[config.mk]
export PLATFORM = sky130hd
export DESIGN_NAME = cache_controller
export DESIGN_NICKNAME = d
export VERILOG_FILES = /design/src/rtl/cache_controller.sv
export SDC_FILE = /design/constraint.sdc
export NUM_CORES = 2
export LEC_CHECK = 0
export CAP_MARGIN = 20
export CORE_MARGIN = 2
export CORE_UTILIZATION = 56
export CTS_BUF_LIST = sky130_fd_sc_hd__clkbuf_8
export DETAILED_ROUTE_END_ITERATION = 12
export GPL_TIMING_DRIVEN = 1
export PLACE_DENSITY = 0.72
export SYNTH_ARGS = -nofsm -noshare
export SYNTH_HDL_FRONTEND = slang
export SYNTH_MEMORY_MAX_BITS = 65536
export SYNTH_SLANG_ARGS = --single-unit
export TNS_END_PERCENT = 100
[constraint.sdc]
create_clock -name clk -period 7.3 [get_ports clk]
set_input_delay 1.46 -clock clk [delete_from_list [all_inputs] [get_ports clk]]
set_output_delay 1.46 -clock clk [all_outputs]
set_load 0.01 [all_outputs]
[src/rtl/cache_controller.sv]
// Direct-mapped, write-through, no-write-allocate cache between the core load/store port
// and main memory. Owns the memory request/mem_done handshake, including a stretched mem_done.
module cache_controller #(
  parameter int RISC_data = 32,
  parameter int main_data = 128,
  parameter int ADDR_W    = 10,
  parameter int INDEX_W   = 5,
  parameter int DRAIN     = 8
) (
  input  logic                  clk,
  input  logic                  rst,
  input  logic                  cpu_rd,
  input  logic                  cpu_wr,
  input  logic [ADDR_W-1:0]     cpu_addr,
  input  logic [RISC_data-1:0]  cpu_wdata,
  output logic [RISC_data-1:0]  cpu_rdata,
  output logic                  stall,
  output logic                  mem_RE,
  output logic                  mem_WE,
  output logic [ADDR_W-3:0]     mem_A,
  output logic [1:0]            mem_word_loc,
  output logic [RISC_data-1:0]  mem_WD,
  input  logic [main_data-1:0]  mem_RD,
  input  logic                  mem_done
);

  localparam int TAG_W   = ADDR_W - 2 - INDEX_W;
  localparam int LINES   = 1 << INDEX_W;
  localparam int WORD_SH = $clog2(RISC_data);
  localparam int CNT_W   = (DRAIN > 1) ? $clog2(DRAIN) : 1;

  localparam logic [2:0] S_DRAIN   = 3'd0;
  localparam logic [2:0] S_IDLE    = 3'd1;
  localparam logic [2:0] S_RD_MISS = 3'd2;
  localparam logic [2:0] S_WR_THRU = 3'd3;
  localparam logic [2:0] S_RELEASE = 3'd4;
  localparam logic [2:0] S_RESP    = 3'd5;

  logic [2:0]           state;
  logic [CNT_W-1:0]     drain_cnt;
  logic                 op_rd;
  logic [LINES-1:0]     valid;
  logic [TAG_W-1:0]     tag_mem  [LINES];
  logic [main_data-1:0] line_mem [LINES];

  logic [INDEX_W-1:0]   cpu_idx;
  logic [TAG_W-1:0]     cpu_tag;
  logic [1:0]           cpu_off;
  logic [INDEX_W-1:0]   req_idx;
  logic [TAG_W-1:0]     req_tag;
  logic                 hit;
  logic [RISC_data-1:0] hit_word;
  logic [RISC_data-1:0] req_word;

  function automatic logic [RISC_data-1:0] word_sel(input logic [main_data-1:0] ln,
                                                    input logic [1:0] off);
    return ln[{off, {WORD_SH{1'b0}}} +: RISC_data];
  endfunction

  assign cpu_idx  = cpu_addr[INDEX_W+1:2];
  assign cpu_tag  = cpu_addr[ADDR_W-1:INDEX_W+2];
  assign cpu_off  = cpu_addr[1:0];
  // The registered line address doubles as the index/tag of the outstanding request.
  assign req_idx  = mem_A[INDEX_W-1:0];
  assign req_tag  = mem_A[ADDR_W-3:INDEX_W];
  assign hit      = valid[cpu_idx] && (tag_mem[cpu_idx] == cpu_tag);
  assign hit_word = word_sel(line_mem[cpu_idx], cpu_off);
  assign req_word = word_sel(line_mem[req_idx], mem_word_loc);

  always_comb begin
    stall     = 1'b1;
    cpu_rdata = '0;
    case (state)
      S_IDLE: begin
        if (!cpu_wr && (!cpu_rd || hit)) stall = 1'b0;
        if (!cpu_wr && cpu_rd && hit) cpu_rdata = hit_word;
      end
      S_RESP: begin
        if (op_rd) begin
          stall     = 1'b0;
          cpu_rdata = req_word;
        end else if (cpu_rd) begin
          // A load that arrived together with this store is answered now if it hits.
          if (hit) begin
            stall     = 1'b0;
            cpu_rdata = hit_word;
          end
        end else begin
          stall = 1'b0;
        end
      end
      default: ;
    endcase
  end

  always_ff @(posedge clk) begin
    if (rst) begin
      state        <= S_DRAIN;
      drain_cnt    <= CNT_W'(DRAIN - 1);
      op_rd        <= 1'b0;
      valid        <= '0;
      mem_RE       <= 1'b0;
      mem_WE       <= 1'b0;
      mem_A        <= '0;
      mem_word_loc <= '0;
      mem_WD       <= '0;
    end else begin
      case (state)
        S_DRAIN: begin
          if (drain_cnt == '0) state <= S_IDLE;
          else drain_cnt <= drain_cnt - 1'b1;
        end
        S_IDLE: begin
          if (cpu_wr) begin
            mem_A        <= cpu_addr[ADDR_W-1:2];
            mem_word_loc <= cpu_off;
            mem_WD       <= cpu_wdata;
            mem_WE       <= 1'b1;
            op_rd        <= 1'b0;
            state        <= S_WR_THRU;
          end else if (cpu_rd && !hit) begin
            mem_A        <= cpu_addr[ADDR_W-1:2];
            mem_word_loc <= cpu_off;
            mem_RE       <= 1'b1;
            op_rd        <= 1'b1;
            state        <= S_RD_MISS;
          end
        end
        S_RD_MISS: begin
          if (mem_done) begin
            valid[req_idx] <= 1'b1;
            mem_RE         <= 1'b0;
            state          <= S_RELEASE;
          end
        end
        S_WR_THRU: begin
          if (mem_done) begin
            mem_WE <= 1'b0;
            state  <= S_RELEASE;
          end
        end
        S_RELEASE: begin
          if (!mem_done) state <= S_RESP;
        end
        S_RESP: begin
          if (!op_rd && cpu_rd && !hit) begin
            mem_A        <= cpu_addr[ADDR_W-1:2];
            mem_word_loc <= cpu_off;
            mem_RE       <= 1'b1;
            op_rd        <= 1'b1;
            state        <= S_RD_MISS;
          end else begin
            state <= S_IDLE;
          end
        end
        default: state <= S_DRAIN;
      endcase
    end
  end

  // Line contents and tags carry no reset; the valid bits alone decide whether they count.
  always_ff @(posedge clk) begin
    if (state == S_RD_MISS && mem_done) begin
      line_mem[req_idx] <= mem_RD;
      tag_mem[req_idx]  <= req_tag;
    end else if (state == S_IDLE && cpu_wr && hit) begin
      line_mem[cpu_idx][{cpu_off, {WORD_SH{1'b0}}} +: RISC_data] <= cpu_wdata;
    end
  end

endmodule

==> impl_metrics.toml <==
[die]
ioPinCount = 252
die_area_um2 = 359000
start_util_pct = 56.3
num_rows = 218
fp.dieW_um = 599
die_h_um = 599
design.core.area_um2 = 353000

[global_route]
grt_usage_pct = 39.4
antenna_found_initial = 73
first_global_vias = 114122
grt_max_degree = 93
overflow = 0
grt_pass1_wl_um = 941000

[power_and_ir_drop]
p_clk_share_pct = 37.3
total_power_mw = 51.3
p_int_mw = 38.4
p_comb_share_pct = 10.0
vdd_ir_drop_max_uv = 217
p_sw_share_pct = 25.3
seq_power_share_pct = 52.7
powerDensity_nw_per_um2 = 226
leakage_nw = 68.7
p_sw_mw = 13.0

[placed_design]
dpl_cell_area_um2 = 214000
dpl.cell_count = 13722
io_buffers = 251
dpl_worst_slack_ps = -42.8
gp_congestion = 0.958
dp_hpwl_um = 418000

[critical_path]
cp.required_ps = 5840
end_kind = "primary output"
critPathMaxStageDelay_ps = 770
reg2reg_depth = 10
cp_data_arrival_time_ps = 5880
worstSetupPathType = "flop to primary output"
path_buf_inv = 2
cp_max_fo = 84
cp-start-kind = "flop"
crit_cells = 7
slowest_stage = "dfxtp_4"
crit_top_cell = "mux4_2"
path_cells = "buf_12 -> mux4_2 -> mux4_2 -> mux4_2 -> mux2i_1 -> o22ai_1 -> clkdlybuf4s50_1"
path_delay_family = "multiplexers"

[clock_tree]
cts.reportedPaths.clkPinSlew_ps = 60
ctsHtreeMaxLevel = 6
cts_tree = "done"
numCtsBuffers = 686
clock_latency_ps = 1270
clockBufferDepth = 4
clkSinkCount = 4280
clockRootBuffer = "clkbuf_8"

[sta]
skew_ps = 71.3
tightest_slew_ps = 1290
rsz0062_at_grt = "false"
max_freq_mhz = 136
period_minus_slack_ps = 7340
fin_ws_ps = -38.9
final_min_period_over_clock_period_pct = 101
worst_hold_slack_ps = 457
hold_violations = 0
setup_tns_ps = -107
slew_headroom_pct = 13.7
slew_violations = 0
setup_viol = 4

[detailed_routing]
wl_per_cell_um = 46.2
drc = 0
ant_nets = 0
first_pass_iters = 9
viasPerCell = 7.54
drt_wl_total_um = 697000
drt_iter0_markers = 19418
via_count = 113699

[cells_and_area]
fin_nets = 9871
fin_util_pct = 64.4
final_layout_size_suffix_gt1_share_pct = 44.0
stdcell_count = 15087
fin_area_um2 = 227000
fill_cells = 22939
syn_to_final_growth_pct = 14.4

[logic_synthesis]
ys_warn_count = 0
synthFlopType = "edfxtp_1"
avgSynthCellArea_um2 = 22.5
synth_fp_nets = 8995
yosysTopAreaCell = "edfxtp_1"
async_flop_share_pct = 0
synth_cell_types = 53
synth_area_leaders = "edfxtp_1 (63%), mux4_2 (31%), mux2i_1 (1.3%)"
synth_area_um2 = 198000
synth_top_area_share_pct = 63.4
synth-edff-count = 4192
synth_common_cells = "edfxtp_1 (4192), mux4_2 (2696), clkbuf_1 (414)"
ys_ff_latch = 4280
syn_inst = 8814
ys_seq_area_share_pct = 64.3
synth.most_common_cell = "edfxtp_1"

[min_path]
min_path_cells = 2
hold_class = "flop to flop"

[job]
max_cap_violations = 0

[status]
violations = "setup timing"
status = "finished with violations"
## area by class of cell
| cell class | count | area, um2 | area share (%) |
|---|---|---|---|
| sequential | 4280 | 128000 | 56.2 |
| multi-input combinational | 3673 | 69100 | 30.4 |
| timing repair buffer | 913 | 11100 | 4.90 |
| clock buffer | 702 | 9660 | 4.26 |
| tap | 4730 | 5920 | 2.61 |
| clock inverter | 520 | 2670 | 1.18 |
| inverter | 136 | 510 | 0.225 |
| antenna | 133 | 333 | 0.147 |
## flip-flops by register name, indices dropped and copies added, names as in the netlist, 2 cells and up, named ones only
name,flops
valid,32
state,3
tag_mem,96
mem_word_loc,2
mem_WD,32
mem_A,8
drain_cnt,3
line_mem,4096
## cells in the final DEF, fill, tap and decap left out, types with 10 or more instances in the layout
| cell | instances |
|---|---|
| clkinvlp_4 | 10 |
| a22oi_1 | 25 |
| nand4_1 | 36 |
| inv_6 | 16 |
| a21oi_1 | 38 |
| o21a_1 | 32 |
| a21oi_4 | 128 |
| edfxtp_1 | 4192 |
| buf_4 | 369 |
| nor2_1 | 76 |
| nand2_1 | 231 |
| o22ai_1 | 30 |
| clkinv_1 | 153 |
| mux4_2 | 2696 |
| dfxtp_1 | 81 |
| buf_2 | 12 |
| clkdlybuf4s50_1 | 233 |
| inv_1 | 364 |
| mux2i_2 | 121 |
| buf_12 | 292 |
| diode_2 | 133 |
| inv_8 | 15 |
| a311o_1 | 32 |
| clkbuf_8 | 702 |
| clkinv_2 | 74 |
| mux2i_1 | 130 |
## metal layers
| layer | vias up | wire (um) | track usage, % |
|---|---|---|---|
| met5 | - | 439 | 0.201 |
| met4 | 36 | 67900 | 32.6 |
| met3 | 2125 | 104000 | 15.1 |
| met2 | 10091 | 311000 | 56.3 |
| met1 | 60071 | 214000 | 47.8 |
| li1 | 41376 | - | - |
## worst paths after layout
path | to | start | slack [ps]
hold reg to reg | mem_WD[7] | mem_WD[7] | 460
setup reg to reg | line_mem[8][21] | tag_mem[11][1] | 2390
setup / recovery | cpu_rdata[13] | flop | -40
hold / removal | mem_WD[7] | mem_WD[7] | 460
## logic make-up after synthesis
family | share of synthesized area, %
DFF | 64.3
muxes | 31.9
buffers and inverters | 1.85
and+or+nand+nor | 0.904
AOI/OAI and AO/OA | 0.988
adders and majority gates | 0.0378
xor gates and xnor gates | 0.0177
## what timing repair did
| item | in CTS | in global routing |
|---|---|---|
| resized for setup | 1 | 5 |
| endpoints found under the setup margin | 19 | 5 |
| buffers inserted | 9 | 0 |
| hold buffers | 0 | 0 |
| pin swaps | 0 | 0 |
## tightest hold or removal path, delay by kind of cell, from the launching register on
| family | cells | cell delay [ps] |
|---|---|---|
| AOI/OAI and AO/OA | 1 | 50 |
| and+or+nand+nor | 1 | 50 |
| DFF | 1 | 310 |
## power by group through the flow
stage | clock, mW | combinational [mW] | sequential (mW)
floorplan | 0 | 2.78 | 27.6
global placement | 0 | 4.87 | 27.6
detailed placement | 0 | 4.93 | 27.6
CTS | 19.2 | 4.95 | 27.1
global route | 20.2 | 5.16 | 27.1
finish | 19.2 | 5.13 | 27.1
Power figures use the tool's default switching activity.
